$ cat config.mk
export PLATFORM = sky130hd
export DESIGN_NAME = dcache_bus_ctrl
export DESIGN_NICKNAME = d
export VERILOG_FILES = /design/src/rtl/dcache_bus_ctrl.sv
export SDC_FILE = /design/constraint.sdc
export NUM_CORES = 1
export LEC_CHECK = 0
export BUFFER_PORTS_ARGS = -buffer_cell sky130_fd_sc_hd__buf_2
export CAP_MARGIN = 20
export CORE_UTILIZATION = 40
export CTS_BUF_LIST = sky130_fd_sc_hd__clkbuf_4 sky130_fd_sc_hd__clkbuf_8 sky130_fd_sc_hd__clkbuf_16
export DETAILED_ROUTE_END_ITERATION = 8
export GPL_TIMING_DRIVEN = 0
export HOLD_SLACK_MARGIN = 0.05
export PLACE_DENSITY = 0.67
export SLEW_MARGIN = 20
export SYNTH_ARGS = -nofsm -noshare
export SYNTH_HDL_FRONTEND = slang
export SYNTH_SLANG_ARGS = --single-unit
$ cat constraint.sdc
create_clock -name clk -period 5 [get_ports clk]
set_clock_uncertainty 0.05 [all_clocks]
set_input_delay 1.25 -clock clk [delete_from_list [all_inputs] [get_ports clk]]
set_output_delay 1.25 -clock clk [all_outputs]
set_load 0.01 [all_outputs]
$ cat src/rtl/dcache_bus_ctrl.sv
// dcache_bus_ctrl: single-outstanding data-bus controller that stalls the Mem stage, aligns loads and builds store strobes/data
module dcache_bus_ctrl #(
  parameter int ADDR_WIDTH = 64,
  parameter int DATA_WIDTH = 64
) (
  input  logic                  clk,
  input  logic                  rst,
  input  logic                  Mem_DcacheEN,
  input  logic                  Mem_DcacheRd,
  input  logic [1:0]            Mem_DcacheWidth,
  input  logic [ADDR_WIDTH-1:0] Mem_DcacheAddr,
  input  logic                  Mem_DcacheSign,
  input  logic [DATA_WIDTH-1:0] Mem_StData,
  input  logic                  Csr_Memflush,
  output logic                  dbus_req_valid,
  input  logic                  dbus_req_ready,
  output logic                  dbus_req_we,
  output logic [ADDR_WIDTH-1:0] dbus_req_addr,
  output logic [DATA_WIDTH-1:0] dbus_req_wdata,
  output logic [7:0]            dbus_req_wstrb,
  input  logic                  dbus_rsp_valid,
  input  logic [DATA_WIDTH-1:0] dbus_rsp_rdata,
  input  logic                  dbus_rsp_err,
  output logic                  Dc_Stall,
  output logic [DATA_WIDTH-1:0] Dc_LdData,
  output logic                  Dc_LdValid,
  output logic                  Dc_Misalign,
  output logic                  Dc_BusErr
);
  typedef enum logic [1:0] {IDLE, REQ, RESP, DONE} state_t;
  state_t state, state_nx;
  logic start, misal, sign;
  logic [1:0] width;
  logic [2:0] off;
  logic [DATA_WIDTH-1:0] sh, ld_ext, wdata_nx;
  logic [7:0] wstrb_nx;
  always_comb begin
    misal = Mem_DcacheWidth == 2'b01 ? Mem_DcacheAddr[0] :
            Mem_DcacheWidth == 2'b10 ? |Mem_DcacheAddr[1:0] :
            Mem_DcacheWidth == 2'b11 ? |Mem_DcacheAddr[2:0] : 1'b0;
    start = state == IDLE && Mem_DcacheEN && !Csr_Memflush;
    state_nx = state;
    case (state)
      IDLE:    state_nx = start ? (misal ? DONE : REQ) : IDLE;
      REQ:     state_nx = dbus_req_ready ? RESP : REQ;
      RESP:    state_nx = dbus_rsp_valid ? DONE : RESP;
      default: state_nx = IDLE;
    endcase
  end
  always_comb begin
    wdata_nx = Mem_DcacheWidth == 2'b00 ? {8{Mem_StData[7:0]}} :
               Mem_DcacheWidth == 2'b01 ? {4{Mem_StData[15:0]}} :
               Mem_DcacheWidth == 2'b10 ? {2{Mem_StData[31:0]}} : Mem_StData;
    wstrb_nx = (Mem_DcacheWidth == 2'b00 ? 8'h01 : Mem_DcacheWidth == 2'b01 ? 8'h03 :
                Mem_DcacheWidth == 2'b10 ? 8'h0F : 8'hFF) << Mem_DcacheAddr[2:0];
    sh = dbus_rsp_rdata >> {off, 3'b000};
    ld_ext = width == 2'b00 ? {{56{sign & sh[7]}}, sh[7:0]} :
             width == 2'b01 ? {{48{sign & sh[15]}}, sh[15:0]} :
             width == 2'b10 ? {{32{sign & sh[31]}}, sh[31:0]} : sh;
  end
  assign dbus_req_valid = state == REQ;
  assign Dc_Stall = start || state == REQ || state == RESP;
  always_ff @(posedge clk) begin
    if (rst) begin
      state          <= IDLE;
      dbus_req_we    <= 1'b0;
      dbus_req_addr  <= '0;
      dbus_req_wdata <= '0;
      dbus_req_wstrb <= '0;
      width          <= '0;
      sign           <= 1'b0;
      off            <= '0;
      Dc_LdData      <= '0;
      Dc_LdValid     <= 1'b0;
      Dc_Misalign    <= 1'b0;
      Dc_BusErr      <= 1'b0;
    end else begin
      state       <= state_nx;
      Dc_LdValid  <= 1'b0;
      Dc_BusErr   <= 1'b0;
      Dc_Misalign <= start && misal;
      if (start && !misal) begin
        dbus_req_we    <= !Mem_DcacheRd;
        dbus_req_addr  <= {Mem_DcacheAddr[ADDR_WIDTH-1:3], 3'b000};
        dbus_req_wdata <= wdata_nx;
        dbus_req_wstrb <= Mem_DcacheRd ? 8'h00 : wstrb_nx;
        width          <= Mem_DcacheWidth;
        sign           <= Mem_DcacheSign;
        off            <= Mem_DcacheAddr[2:0];
      end
      // An error clears the load result even for stores; successful stores leave it alone
      if (state == RESP && dbus_rsp_valid) begin
        Dc_BusErr  <= dbus_rsp_err;
        Dc_LdValid <= !dbus_rsp_err && !dbus_req_we;
        if (dbus_rsp_err || !dbus_req_we) Dc_LdData <= dbus_rsp_err ? '0 : ld_ext;
      end
    end
  end
endmodule
==> impl_metrics.toml <==
[synth]
synthMostInstantiatedCell = "nand2_1"
synth_area_per_cell_sq_um = 8.016
ys_seq_area_share_pct = 40.78
synth.top_cell.area_share_pct = 40.78
syn_inst = 1280
synth_seq_cells = 209
syn-cell-area_sq_mm = 0.01026
yosys-top-cells-count = "261 x nand2_1, 209 x dfxtp_1, 149 x a21oi_1, 106 x nor2_1, 91 x clkbuf_1"
synth_area_leaders = "dfxtp_1 41%, nand2_1 9.5%, a21oi_1 7.3%"
synth.distinct_cells = 56
synth-edff-count = 0
synth_ff_type = "dfxtp_1"
synth_top_area_cell = "dfxtp_1"
async_flop_share_pct = 0
yosysWarnings = 0

[timing]
worst_pin_slew_ns = 0.9991
finalHoldViolCount = 0
slew_viol_final = 0
finalSetupTns_ns = 0
fmax_ghz = 0.2811
fin_crit_sh_pct = 71.14
rsz0062_at_grt = "no"
hold_slack_ns = 0.3994
fin_crit_ns = 3.557
max-slew-margin-rel_pct = 32.88
setup_violations = 0

[global_route]
grt_usage_pct = 32.76
overflow = 0
antenna_found_initial = 6
first_global_vias = 11040
grt_pass1_wl_mm = 65.55
grt_max_degree = 14

[route]
drtAntennaViolNets = 0
drc = 0
dr_wl_met3_mm = 3.741
top_layer = "met5"
wl_mm = 44.31
drtIter0Drc = 860
wl_met1_mm = 16.90
drtPass1Iterations = 6
wl_met2_mm = 20.98
wire_per_inst_um = 21.49
vias = 11440
vias_per_cell = 5.546

[critical_path]
cp.required_ns = 3.70
critical_path_arrival_ns = 2.26
end_kind = "primary output"
cp_max_fo = 4
critPathKind = "in -> out"
start_kind = "primary input"

[pwr]
p_int_w = 0.003075
ir_worst_vdd_uv = 269.3
power_frac_comb_pct = 15.7
p_per_area_mw_per_mm2 = 312.5
seqPwrFrac_pct = 41.4
switchingPower_w = 0.001156
pwr-share-clk_pct = 42.9
p_leak_nw = 5.861
p_sw_share_pct = 27.32

[layout]
fin_nets = 1916
syn_to_final_growth_pct = 31.95
final_area_sq_mm = 0.01354
drive_gt1_share_pct = 28.86

[place]
portBuffers = 405
place_area_sq_mm = 0.01271
place_hpwl_mm = 34.80
finalWeightedCongestion = 0.9690

[clock_network]
ctsHtreeMaxLevel = 1
clkSinkCount = 209
clk_latency_ns = 0.51
cts_tree = "yes"
path_clk_slew_ns = 0.06
cts-resized-gates = 0
postCtsHoldBufs = 0
clk_path_buf_depth = 3
cts-root-buf = "clkbuf_16"
cts_inserted_buffers = 24
cts_setup_buffers = 0

[floorplanning]
start_util_pct = 40.75
row_count = 58
io_pins = 409
die_h_um = 162.2
die-width_um = 162.2
core_sq_mm = 0.02518
dieArea_sq_mm = 0.02630

[min_path]
min_path_type = "reg -> reg"

[status]
status = "finished, final reports clean"

[run]
max_cap_violations = 0
-- state kept, by name, indices dropped and copies added (netlist names) --
signal,flops
Dc_LdData,64
dbus_req_wdata,64
dbus_req_addr,61
dbus_req_wstrb,8
off,3
state,2
width,2
Dc_BusErr,1
Dc_LdValid,1
Dc_Misalign,1
dbus_req_we,1
sign,1
-- power by group through the flow --
stage	clock, W	sequential, W	combinational [W]
6_report	0.00182	0.00175	0.000665
3_3_place_gp	0	0.00178	0.000650
4_1_cts	0.00184	0.00175	0.000656
5_1_grt	0.00192	0.00175	0.000710
2_1_floorplan	0	0.00180	0.000327
3_5_place_dp	0	0.00179	0.000653
-- cells by family (layout without fill, tap and decap cells) --
logic type / count (synthesis) / after routing / share of synthesized area (%)
buffers and inverters: 123 / 570 / 4.890
AND/OR/NAND/NOR: 488 / 488 / 20.57
multiplexers: 105 / 105 / 11.86
AO/OA/AOI/OAI: 353 / 353 / 21.78
other: 1 / 6 / 0.03655
flip-flops: 209 / 209 / 40.78
XOR/XNOR: 1 / 1 / 0.08537
-- cells in the final DEF, fill, tap and decap left out, drive strengths merged, types with 11 or more instances in the layout --
cell type and n:
nand3 31, nor2b 15, o211ai 21, a22o 17, a31oi 15, nor2 106
a21o 31, buf 431, dfxtp 209, nand2 261, mux2 23, mux4 11
mux2i 71, nor3b 11, nand2b 30, a211oi 30, a21oi 149, o21ai 49
clkbuf 126, nor3 13
-- layout make-up --
cell class / instances / area, sq um
antenna: 3 / 7.507
buffer: 117 / 479.2
clock buffer: 35 / 725.7
clock inverter: 7 / 92.59
fill: 2483 / 11640
inverter: 6 / 22.52
multi-input combinational: 950 / 5588
sequential: 209 / 4184
tap: 330 / 412.9
timing repair buffer: 405 / 2027
-- final timing paths --
check | from | endpoint | slack (ns) | depth (start not counted)
max reg2reg | off[0]$_SDFFE_PP0P_ | Dc_LdData[20]$_SDFFE_PP0P_ | 2.10 | 8
max | Csr_Memflush | Dc_Stall | 1.44 | 4
min reg2reg | dbus_req_addr[58]$_SDFFE_PP0P_ | dbus_req_addr[58]$_SDFFE_PP0P_ | 0.40 | 2
min | dbus_req_addr[58]$_SDFFE_PP0P_ | dbus_req_addr[58]$_SDFFE_PP0P_ | 0.40 | 2
-- metrics by stage --
stage / power [W] / util [%] / cells / setup WS [ns]
global route: 0.004382 / 53.77 / 2062 / 1.419
detailed placement: 0.002438 / 50.49 / 2017 / 1.313
global placement: 0.002434 / 50.47 / 2017 / 1.334
finish: 0.004231 / 53.77 / 2062 / 1.443
CTS: 0.004248 / 53.74 / 2059 / 1.446
floorplan: 0.002132 / - / 1282 / 1.773
-- critical path, stage by stage --
cell and delay (ns):
buf_2 0.10, or4b_1 0.61, nand3b_1 0.15, buf_2 0.14
-- metal layers --
layer	vias to the layer above	track usage [%]
met5	-	0
met3	141	6.282
met1	5341	38.58
met2	616	56.01
met4	2	17.92
li1	5335	-
(Power assumes the default switching activity.)
